File: src/rtl/eth_udp_parser.sv
// Receive-side Ethernet/IPv4/UDP parser: locks on preamble/SFD, filters on MAC, IP,
// port and IPv4 header checksum, and streams the UDP payload with a last-byte marker.
module eth_udp_parser #(
  parameter logic [47:0] FPGA_MAC     = 48'h00_1A_2B_3C_4D_5E,
  parameter logic [31:0] FPGA_IP      = 32'hC0_00_02_92,
  parameter logic [15:0] FPGA_PORT    = 16'd5005,
  parameter int          IDLE_TIMEOUT = 64
) (
  input  logic       clk,
  input  logic       resetn,
  input  logic [7:0] received_byte,
  input  logic       byte_valid,
  output logic [7:0] payload,
  output logic       payload_valid,
  output logic       payload_last
);

  typedef enum logic [2:0] {
    HUNT, DST_MAC, SRC_MAC, ETHTYPE, IP_HDR, UDP_HDR, PAYLOAD
  } state_t;

  localparam logic [15:0] IDLE_LAST = 16'(IDLE_TIMEOUT - 1);

  state_t      state, state_nxt;
  logic [4:0]  idx;
  logic [3:0]  pre_cnt;
  logic [19:0] csum_acc, csum_sum;
  logic [7:0]  csum_hi;
  logic [15:0] udp_len, rem, idle_cnt;
  logic        vld_p0, last_p0;

  function automatic logic [7:0] mac_byte(input logic [2:0] i);
    case (i)
      3'd0:    return FPGA_MAC[47:40];
      3'd1:    return FPGA_MAC[39:32];
      3'd2:    return FPGA_MAC[31:24];
      3'd3:    return FPGA_MAC[23:16];
      3'd4:    return FPGA_MAC[15:8];
      default: return FPGA_MAC[7:0];
    endcase
  endfunction

  function automatic logic [7:0] ip_byte(input logic [1:0] i);
    case (i)
      2'd0:    return FPGA_IP[31:24];
      2'd1:    return FPGA_IP[23:16];
      2'd2:    return FPGA_IP[15:8];
      default: return FPGA_IP[7:0];
    endcase
  endfunction

  // Two end-around carry folds suffice: ten words never exceed 20 bits.
  function automatic logic [15:0] csum_fold(input logic [19:0] s);
    logic [16:0] f1;
    f1 = {1'b0, s[15:0]} + {13'd0, s[19:16]};
    return f1[15:0] + {15'd0, f1[16]};
  endfunction

  assign csum_sum = csum_acc + {4'd0, csum_hi, received_byte};

  always_ff @(posedge clk or negedge resetn) begin
    if (!resetn) state <= HUNT;
    else         state <= state_nxt;
  end

  always_comb begin
    state_nxt = state;
    if (state != HUNT && !byte_valid && idle_cnt == IDLE_LAST) begin
      state_nxt = HUNT;
    end else if (byte_valid) begin
      case (state)
        HUNT:
          if (received_byte == 8'hD5 && pre_cnt != 4'd0) state_nxt = DST_MAC;
        DST_MAC:
          if (received_byte != mac_byte(idx[2:0])) state_nxt = HUNT;
          else if (idx == 5'd5)                    state_nxt = SRC_MAC;
        SRC_MAC:
          if (idx == 5'd5) state_nxt = ETHTYPE;
        ETHTYPE:
          if (received_byte != (idx[0] ? 8'h00 : 8'h08)) state_nxt = HUNT;
          else if (idx[0])                              state_nxt = IP_HDR;
        IP_HDR:
          if (idx >= 5'd16 && received_byte != ip_byte(idx[1:0])) state_nxt = HUNT;
          else if (idx == 5'd19)
            state_nxt = (csum_fold(csum_sum) == 16'hFFFF) ? UDP_HDR : HUNT;
        UDP_HDR:
          if ((idx == 5'd2 && received_byte != FPGA_PORT[15:8]) ||
              (idx == 5'd3 && received_byte != FPGA_PORT[7:0]))
            state_nxt = HUNT;
          else if (idx == 5'd7)
            state_nxt = (udp_len > 16'd8) ? PAYLOAD : HUNT;
        PAYLOAD:
          if (rem == 16'd1) state_nxt = HUNT;
        default: state_nxt = HUNT;
      endcase
    end
  end

  always_comb begin
    vld_p0  = byte_valid && state == PAYLOAD;
    last_p0 = vld_p0 && rem == 16'd1;
  end

  always_ff @(posedge clk or negedge resetn) begin
    if (!resetn) begin
      idx      <= '0;
      pre_cnt  <= '0;
      csum_acc <= '0;
      csum_hi  <= '0;
      udp_len  <= '0;
      rem      <= '0;
      idle_cnt <= '0;
    end else begin
      if (state_nxt != state)                 idx <= '0;
      else if (byte_valid && state != HUNT)   idx <= idx + 5'd1;

      if (state != HUNT)                      pre_cnt <= '0;
      else if (byte_valid)
        pre_cnt <= (received_byte != 8'h55) ? 4'd0 :
                   (pre_cnt == 4'hF)        ? pre_cnt : pre_cnt + 4'd1;

      if (state != IP_HDR) begin
        csum_acc <= '0;
        csum_hi  <= '0;
      end else if (byte_valid) begin
        if (!idx[0]) csum_hi  <= received_byte;
        else         csum_acc <= csum_sum;
      end

      if (state == UDP_HDR && byte_valid) begin
        if (idx == 5'd4) udp_len[15:8] <= received_byte;
        if (idx == 5'd5) udp_len[7:0]  <= received_byte;
      end

      if (state == UDP_HDR && byte_valid && idx == 5'd7) rem <= udp_len - 16'd8;
      else if (vld_p0)                                   rem <= rem - 16'd1;

      if (state == HUNT || byte_valid) idle_cnt <= '0;
      else                             idle_cnt <= idle_cnt + 16'd1;
    end
  end

  // Output register stage: one clock after the sampling edge.
  always_ff @(posedge clk or negedge resetn) begin
    if (!resetn) begin
      payload       <= '0;
      payload_valid <= 1'b0;
      payload_last  <= 1'b0;
    end else begin
      payload_valid <= vld_p0;
      payload_last  <= last_p0;
      if (vld_p0) payload <= received_byte;
    end
  end

endmodule

File: config.mk
export PLATFORM = sky130hd
export DESIGN_NAME = eth_udp_parser
export DESIGN_NICKNAME = d
export VERILOG_FILES = /design/src/rtl/eth_udp_parser.sv
export SDC_FILE = /design/constraint.sdc
export NUM_CORES = 1
export LEC_CHECK = 0
export ABC_AREA = 1
export CORE_UTILIZATION = 24
export CTS_CLUSTER_SIZE = 24
export DETAILED_ROUTE_END_ITERATION = 7
export GPL_TIMING_DRIVEN = 1
export PLACE_DENSITY = 0.45
export SLEW_MARGIN = 30
export SYNTH_ARGS = -nofsm -noshare
export SYNTH_HDL_FRONTEND = slang
export SYNTH_SLANG_ARGS = --single-unit
File: constraint.sdc
create_clock -name clk -period 5.6 [get_ports clk]
set_clock_uncertainty 0.2 [all_clocks]
set_input_delay 1.68 -clock clk [delete_from_list [all_inputs] [get_ports clk]]
set_output_delay 1.68 -clock clk [all_outputs]
set_load 0.02 [all_outputs]
==> run_results.csv <==
group,metric,value,unit
synthesis,synthMostInstantiatedCell,"sky130_fd_sc_hd__nand2_1",
outcome,run_status,"complete, but fails checks",
timing,maxSlewViolCount,0,
synthesis,predominant_post_synthesis_flop_cell,"sky130_fd_sc_hd__dfrtp_1",
setup_path,crit_path_frequent_cell,"sky130_fd_sc_hd__nand2_2",
synthesis,synth_compound_area_share,11.7,%
synthesis,yosysSeqAreaShare,34.2,%
min_path,min-delay-path-class,"reg -> reg",
routing,post_drt_wl_per_cell,14.2,um
placed_design,place_congestion,0.856,
global_route,grt_remaining_overflow,0,
setup_path,cp-end-kind,"flip-flop",
global_route,via_count_of_the_first_global_routing_pass,6873,
clock_tree,cts.sinks,98,
global_route,antenna_violations_before_repair,0,
global_route,grt_first_pass_wirelength,36.2,mm
timing,fmax,153,MHz
timing,slew-limit-headroom,45.5,%
power_and_ir_drop,total_leakage_power,4.63,nW
timing,timing.final.hold_violations,0,
die,fp.coreArea,29000,um^2
synthesis,synth.area.mux_share,0,%
clock_tree,clock_insertion_delay_worst_skew,370,ps
synthesis,post_synth_fa_ha_maj_area_fraction,6.32,%
timing,final.setup.worst_slack,-933,ps
routing,remaining_drc_errors,0,
die,placement_rows,62,
synthesis,synth-async-reset-ratio,100,%
synthesis,netlist.top_cell.by_area,"sky130_fd_sc_hd__dfrtp_1",
setup_path,regToRegSetupSlack,-70,ps
clock_tree,cts-root-buf,"sky130_fd_sc_hd__clkbuf_16",
timing,setup_tns,-6280,ps
clock_tree,cts_max_path_buffers,2,
timing,grt_setup_unrepaired,"true",
clock_tree,cts-hold-fix-buffers,0,
placed_design,detailed_place_hpwl,17.3,mm
synthesis,synth_edf_count,0,
setup_path,worst_path_largest_cell_delay,390,ps
synthesis,synth_top_family_by_area,"simple AND/OR/NAND/NOR gates",
routing,routed_wirelength,22.4,mm
synthesis,avgSynthCellArea,6.95,um^2
setup_path,worst_path_dominant_cell_family,"simple AND/OR/NAND/NOR gates",
cells_and_area,finalCoreUtilization,32.8,%
placed_design,port_buffers,20,
synthesis,synthesis.area,7170,um^2
clock_tree,cts.clk_slew.worst_paths,80,ps
synthesis,yosysTopAreaCellShare,34.2,%
synthesis,synth_simple_gate_area_share,35.3,%
timing,setup_viol_count_final,7,
timing,final.period_utilization,117,%
routing,route.detailed.vias_per_inst,4.48,
power_and_ir_drop,irDropWorstVdd,0.000141,V
synthesis,yosysWarnings,0,
clock_tree,htree_num_levels,3,
setup_path,crit_buf_inv,7,
die,die_height,175,um
cells_and_area,insertedDiodeCount,0,
synthesis,xor_xnor_portion_of_the_synthesized_cell_area,3.54,%
timing,layout_min_cycle_time,6530,ps
setup_path,data_required_critical_path,5700,ps
setup_path,capture_point_of_the_worst_reg_to_reg_path,"idx[1]$_DFFE_PN0P_",
setup_path,critical_path.slowest_cell,"sky130_fd_sc_hd__fa_2",
die,floorplan.die.width,175,um
die,overall_die_area,30600,um^2
routing,drt_iter0_drc,538,
global_route,all_layer_gr_usage,15.0,%
synthesis,syn-instance-count,1031,
synthesis,synthDistinctLibCells,47,
routing,via_count,7083,
min_path,min_delay_worst_endpoint,"idle_cnt[0]$_DFF_PN0_",
global_route,grt_max_degree,77,
min_path,worst_hold_path.num_cells,1,
synthesis,synth-seq-cells,98,
power_and_ir_drop,power,2.92,mW
placed_design,detailedPlace.worstSlack,-2040,ps
synthesis,synth.top_cells.by_count,"248 x sky130_fd_sc_hd__nand2_1, 140 x sky130_fd_sc_hd__inv_1, 98 x sky130_fd_sc_hd__dfrtp_1, 97 x sky130_fd_sc_hd__nand3_1, 89 x sky130_fd_sc_hd__nor2_1",
cells_and_area,final_layout_size_suffix_gt1_share,25.2,%
cells_and_area,area.growth.synth_to_final,32.8,%
setup_path,timing_worst_setup_path_type,"in -> reg",
die,initial_core_utilization,24.7,%
power_and_ir_drop,power-per-cell-area,307,nW/um^2
timing,worst-slew-pin-transition,810,ps
synthesis,synth.area.top_cells,"sky130_fd_sc_hd__dfrtp_1 34%, sky130_fd_sc_hd__nand2_1 13%, sky130_fd_sc_hd__inv_1 7.3%",
min_path,min_delay_startpoint,"idle_cnt[0]$_DFF_PN0_",
outcome,violations_in_the_final_reports,"setup timing",
synthesis,synth.net_count,1077,
job,max-cap-violations,0,
routing,detailed_router_iteration_count_before_antenna_repair,4,
setup_path,timing.critical_path.fanout_max,5,
clock_tree,cts_inserted_buffers,9,
setup_path,arrival,6640,ps
setup_path,worstRegToRegCells,42,
die,i_o_pin_total,21,
clock_tree,tritoncts,"done",
routing,ant_nets,0,
setup_path,crit-reg2reg-launch,"csum_acc[9]$_DFFE_PN0P_",
setup_path,worst_setup_path_start_kind,"primary input",
cells_and_area,final_nets,1238,
power breakdown:
part | leakage [nW] | internal, mW | total (mW) | switching, mW
Combinational | 3.16 | 0.517 | 1.31 | 0.788
Clock | 0.148 | 0.319 | 0.659 | 0.340
Sequential | 1.31 | 0.833 | 0.961 | 0.127
worst register-to-register path: cells and delay by family (launching register included):
kind                     cells  cell delay, ps
adder cells (fa/ha/maj)      5            1350
AND/OR/NAND/NOR             23            2240
XOR/XNOR                     1             150
buffers and inverters        9             640
flip-flops                   1             410
AO/OA/AOI/OAI                4             590
area by class of cell:
class                           instances  area, um^2
Fill cell                            3119       19500
Multi-Input combinational cell        763        4410
Sequential cell                        98        2450
Timing Repair Buffer                  168        1300
Inverter                              152         571
Tap cell                              384         480
Clock buffer                            9         225
Clock inverter                          7        78.8
registers in the layout, summed over array words and instances (netlist names):
signal and count:
csum_hi 8, payload_last 1, payload 8, idle_cnt 16, udp_len 16, idx 5
csum_acc 20, payload_valid 1, rem 16, state 3, pre_cnt 4
cells in the final DEF, fill, tap and decap left out, types with 4 or more instances in the layout:
cell                                n
sky130_fd_sc_hd__nand2_1          232
sky130_fd_sc_hd__buf_4            147
sky130_fd_sc_hd__inv_1            132
sky130_fd_sc_hd__dfrtp_1           98
sky130_fd_sc_hd__nand3_1           86
sky130_fd_sc_hd__nor2_1            80
sky130_fd_sc_hd__o21ai_0           68
sky130_fd_sc_hd__a21oi_1           40
sky130_fd_sc_hd__nand2_2           38
sky130_fd_sc_hd__nor3_1            26
sky130_fd_sc_hd__nand4_1           22
sky130_fd_sc_hd__xor2_1            21
sky130_fd_sc_hd__ha_1              21
sky130_fd_sc_hd__inv_2             17
sky130_fd_sc_hd__nand3_2           15
sky130_fd_sc_hd__nor2_2            15
sky130_fd_sc_hd__clkdlybuf4s50_1   11
sky130_fd_sc_hd__ha_4              10
sky130_fd_sc_hd__nor4_1             9
sky130_fd_sc_hd__clkbuf_16          9
sky130_fd_sc_hd__o211ai_1           8
sky130_fd_sc_hd__nor2_4             7
sky130_fd_sc_hd__xnor2_1            6
sky130_fd_sc_hd__a21oi_2            5
sky130_fd_sc_hd__nand2_4            5
sky130_fd_sc_hd__o22ai_1            5
sky130_fd_sc_hd__buf_6              4
sky130_fd_sc_hd__buf_2              4
metrics by stage:
step	cells	cell area [um^2]	hold slack [ps]
detailed placement	1540	8790	261
global placement	1540	8790	258
CTS	1569	9330	270
global route	1581	9520	307
finish	1581	9520	269
floorplan	1031	7250	233
metal layers:
| metal | global-route usage, % | share of wire [%] | up-vias | wire length [um] |
|---|---|---|---|---|
| li1 | - | - | 3689 | - |
| met2 | 24.9 | 47 | 97 | 10500 |
| met3 | 1.61 | 2.2 | 20 | 488 |
| met5 | 0 | 0 | - | 0 |
| met1 | 20.3 | 49 | 3277 | 11000 |
| met4 | 4.71 | 1.8 | 0 | 403 |
cell families after synthesis:
family                     count (synthesis)
and+or+nand+nor                          550
buffers and inverters                    170
AOI/OAI and AO/OA                        149
DFF                                       98
adders and majority gates                 35
xor gates and xnor gates                  29
repair_timing:
item	4_1_cts	5_1_grt
endpoints found under the hold margin	0	0
setup buffers	13	13
pin swaps	52	50
setup endpoints to repair	7	7
gates resized for setup	69	26
worst max-delay path by stage:
stage                     start                  to  slack, ps  cells past startpoint
3_5_place_dp   received_byte[0]  idx[0]$_DFFE_PN0P_      -2040                     44
6_report       received_byte[5]  idx[1]$_DFFE_PN0P_       -930                     42
5_1_grt        received_byte[7]  idx[4]$_DFFE_PN0P_      -1330                     48
4_1_cts        received_byte[2]  idx[2]$_DFFE_PN0P_       -860                     49
3_3_place_gp   received_byte[0]  idx[0]$_DFFE_PN0P_      -1850                     48
2_1_floorplan  received_byte[0]  idx[0]$_DFFE_PN0P_       -760                     47
Power figures use the tool's default switching activity.
==> RTL change 1 (config.mk and constraints unchanged) <==
Make the reset (`resetn`) synchronous in 3 clocked blocks.
--- a/src/rtl/eth_udp_parser.sv
+++ b/src/rtl/eth_udp_parser.sv
@@ -59,5 +59,5 @@
   assign csum_sum = csum_acc + {4'd0, csum_hi, received_byte};
 
-  always_ff @(posedge clk or negedge resetn) begin
+  always_ff @(posedge clk) begin
     if (!resetn) state <= HUNT;
     else         state <= state_nxt;
@@ -102,5 +102,5 @@
   end
 
-  always_ff @(posedge clk or negedge resetn) begin
+  always_ff @(posedge clk) begin
     if (!resetn) begin
       idx      <= '0;
@@ -142,5 +142,5 @@
 
   // Output register stage: one clock after the sampling edge.
-  always_ff @(posedge clk or negedge resetn) begin
+  always_ff @(posedge clk) begin
     if (!resetn) begin
       payload       <= '0;
Check against the original RTL: same outputs for any inputs over 10 cycles, from zero or initial values and one cycle with resetn low; that may be too few to reach the edited logic, so the function may still have changed.
==> RTL change 1 against the unedited design <==
  * The run still ends with negative setup slack left
  * Wire length is 4.6% lower
  * Setup slack worse by 0.015 ns
  * Sequential cell count stayed put
  * Synthesized area is 4.5% lower
  * Final area is 6.5% lower
  * Critical path type unchanged
  * Highest routed layer unchanged
Power is not compared: it rests on default switching activity, and its combinational part moved more than twofold at a synthesized area within 25%.
==> RTL change 1: results (changes against the unedited design) <==
pin count of the biggest net entering global routing 28 (-64%); global-route wire length before repair 35300 um (-2.7%); max reg flops 20 (unchanged); Worst EP arrival 6.59 ns (-0.05 ns); post-CTS resize count 52 (-25%); Buffers, non-clock 129 (-23%); Layout fillers 3139 (+0.64%); placed insts 1548 (+0.52%); Clock-cell share 3.61% (+0.42 points); Worst path max stage delay 0.34 ns (-0.05 ns); Max FO, Critical Path 5 (unchanged); number of DRC markers in iteration 0 332 (-38%); setup bufs post-CTS 10 (-3); post-synthesis cell type count 48 (+2.1%); DR vias 7090 (+0.099%); buffering overhead 11.4% (-2.3 points); Worst Hold Class reg -> reg; fraction of area in registers 22.0% (-3.7 points); worst slew pin tran 0.804 ns (-0.00569 ns); ranking of synthesized cells by area dfxtp_1 29%, nand2_1 14%, inv_1 8.8%; post-route setup TNS -6.32 ns (-0.0406 ns); Clock Latency Late Sink 0.35 ns (-0.02 ns); Setup-failing EPs final 7 (unchanged); Inverters 169 (+11%); final net count 1243 (+0.40%); share of flip-flops with an asynchronous set or reset 0% (-100 points); multi-input gates 790 (+3.5%); Total GRT Usage 15.4% (+0.42 points); fraction of layout instances using a drive strength above 1 19.6% (-5.6 points); failing checks negative setup slack; status finished, violations left; Synth Area in Compound Gates 14.4% (+2.8 points); post-DP HPWL 16700 um (-3.4%); final wirelength 21400 um (-4.6%); Post-synth top cells 256 x nand2_1, 161 x inv_1, 117 x nor2_1, 98 x dfxtp_1, 71 x nand3_1; Primary FF master, synth dfxtp_1; Seq/Total Area, Yosys 28.6% (-5.6 points); fraction of the mapped netlist area in adder cells 6.61% (+0.30 points); area of the multi-input gates 0.00450 mm2 (+2.0%); Post-Synthesis Cells 1081 (+4.8%); final worst slack -0.948 ns (-0.0151 ns); Cell Count, Final, Fillers Out 1580 (-0.063%); GPL Wtd Cong 0.849 (-0.89%); number of global-route vias before repair 6913 (+0.58%)
## RTL change 1: stage by stage
| step | utilization, % | instance area (um2) | total power, uW | setup WS, ns |
|---|---|---|---|---|
| floorplan | - | 6920 | 820 | -0.838 |
| global placement | 29.4 | 8200 | 898 | -1.82 |
| detailed placement | 29.4 | 8200 | 895 | -1.91 |
| CTS | 31.3 | 8740 | 1610 | -0.820 |
| global route | 31.9 | 8900 | 1660 | -1.38 |
| finish | 31.9 | 8900 | 1580 | -0.948 |
## RTL change 1: routing by layer
metal  up-vias  track usage (%)  wire length, um
li1       3728                -                -
met1      3254             20.7            10700
met2        90             25.5             9900
met3        18             2.27              496
met4         0             4.11              296
met5         -                0                0
## RTL change 1: worst paths after layout
path                         start          end  slack, ns  cells after the start
setup / recovery  received_byte[0]       idx[3]      -0.95                     47
setup reg to reg       csum_acc[0]       idx[3]       0.07                     46
hold / removal         idle_cnt[0]  idle_cnt[0]       0.25                      1
hold reg to reg        idle_cnt[0]  idle_cnt[0]       0.25                      1
==> RTL change 2 (config.mk and constraints unchanged) <==
Made on the original files. The parameter `FPGA_MAC` goes from 48'h00_1A_2B_3C_4D_5E to 48'h001000000000.
--- a/src/rtl/eth_udp_parser.sv
+++ b/src/rtl/eth_udp_parser.sv
@@ -2,5 +2,5 @@
 // port and IPv4 header checksum, and streams the UDP payload with a last-byte marker.
 module eth_udp_parser #(
-  parameter logic [47:0] FPGA_MAC     = 48'h00_1A_2B_3C_4D_5E,
+  parameter logic [47:0] FPGA_MAC     = 48'h001000000000,
   parameter logic [31:0] FPGA_IP      = 32'hC0_00_02_92,
   parameter logic [15:0] FPGA_PORT    = 16'd5005,
Behaviour: same outputs for any inputs over 10 cycles, from zero or initial values and one cycle with resetn low; that may be too few to reach the edited logic, so the function may still have changed.
==> RTL change 2 against the unedited design <==
  * The flow still finishes with violations (negative setup slack)
  * Critical path depth grew 2
  * Sequential cell count unchanged
  * Final area decreased by 6.9%
  * Setup slack better by 0.16 ns
  * Synthesized area decreased by 6.2%
  * Combinational power rose by 15%
  * Sequential power fell by 0.4%
  * Final cell count is 8.2% lower
  * Via count down 8.4%
  * Power is 7.4% higher
  * Wire length shrank 12%
  * Clock power grew 3.9%
==> RTL change 2: results (changes against the unedited design) <==
Post-Synthesis Cells 938 (-9.0%); GPL Wtd Cong 0.806 (-5.9%); Total GRT Usage 14.3% (-0.66 points); area of the multi-input gates 0.00399 mm2 (-9.5%); fraction of the mapped netlist area in adder cells 6.74% (+0.42 points); M1 WL 9700 um (-12%); Place WS -1.85 ns (+0.198 ns); Buffers, non-clock 142 (-15%); status finished, violations left; met2 usage 23.8% (-1.1 points); global-route wire length before repair 32600 um (-10%); Internal Pwr Total 1820 uW (+9.3%); Area after DPL 0.00804 mm2 (-8.6%); fraction of layout instances using a drive strength above 1 23.4% (-1.8 points); DR vias 6491 (-8.4%); met3 Track Usage GR 2.12% (+0.51 points); synthesized cell area 0.00672 mm2 (-6.2%); via density per instance 4.47 (-0.22%); reg2reg setup slack 0.19 ns (+0.26 ns); number of global-route vias before repair 6295 (-8.4%); met2 routed WL 9170 um (-13%); Worst EP arrival 6.41 ns (-0.23 ns); Worst path max stage delay 0.41 ns (+0.02 ns); post-DP HPWL 14600 um (-15%); GR Util met1 19.4% (-0.89 points); Synthesized Nets 984 (-8.6%); maximum VDD drop 163 uV (+16%); failing checks negative setup slack; buffering overhead 12.8% (-0.86 points); Inverters 131 (-14%); pin count of the biggest net entering global routing 76 (-1.3%); fraction of area in registers 27.7% (+1.9 points); slowest cell on the critical path fa_2; placed insts 1398 (-9.2%); Max Slew Vio Count 0 (unchanged); ranking of synthesized cells by area dfrtp_1 36%, nand2_1 12%, inv_1 7.0%; sw frac 41.9% (-1.0 points); setup bufs post-CTS 25 (+12); CP delay by family, top simple AND/OR/NAND/NOR gates; Post-synth top cells 211 x nand2_1, 126 x inv_1, 98 x dfrtp_1, 97 x nor2_1, 93 x nand3_1; drt first pass iters 5 (+1); leakage 0.00422 uW (-8.7%); final wirelength 19700 um (-12%); Synth Area in Compound Gates 12.1% (+0.42 points); worst slew pin tran 0.873 ns (+0.0631 ns); final worst slack -0.772 ns (+0.161 ns); Post-Synth XOR/XNOR Area 3.37% (-0.17 points); Hold Slack 0.263 ns (-0.00616 ns); Seq/Total Area, Yosys 36.5% (+2.3 points); multi-input gates 693 (-9.2%); Power Sequential 957 uW (-0.4%); post-CTS resize count 55 (-20%); Layout fillers 2952 (-5.4%); Logic power comb 1500 uW (+15%); Setup-failing EPs final 7 (unchanged); fraction of area in multi-input gates 45.0% (-1.3 points); number of DRC markers in iteration 0 345 (-36%); final net count 1121 (-9.5%); met3 WL post-DR 526 um (+7.8%); Clock-cell share 3.64% (+0.45 points)
==> RTL change 2: final timing paths <==
check / startpoint / to
worst max-delay path: received_byte[1] / idx[1]
worst min-delay path: idle_cnt[0] / idle_cnt[0]
worst max register to register: csum_hi[1] / idx[1]
worst min register to register: idle_cnt[0] / idle_cnt[0]
max in group asynchronous: resetn / csum_acc[7]
min in group asynchronous: resetn / idle_cnt[2]
==> RTL change 2: kinds of logic after synthesis <==
kind of cell,Yosys count
AO/OA/AOI/OAI,143
adder cells (fa/ha/maj),35
AND/OR/NAND/NOR,490
buffers and inverters,147
flip-flops,98
XOR/XNOR,25
==> RTL change 2: worst reg2reg max path, delay by kind of cell, from the launching register on <==
kind,cells,cell delay (ns)
compound gates,3,0.59
xor+xnor,1,0.17
fa+ha+maj,4,0.98
buf+inv,4,0.29
flops,1,0.42
simple gates,30,2.64
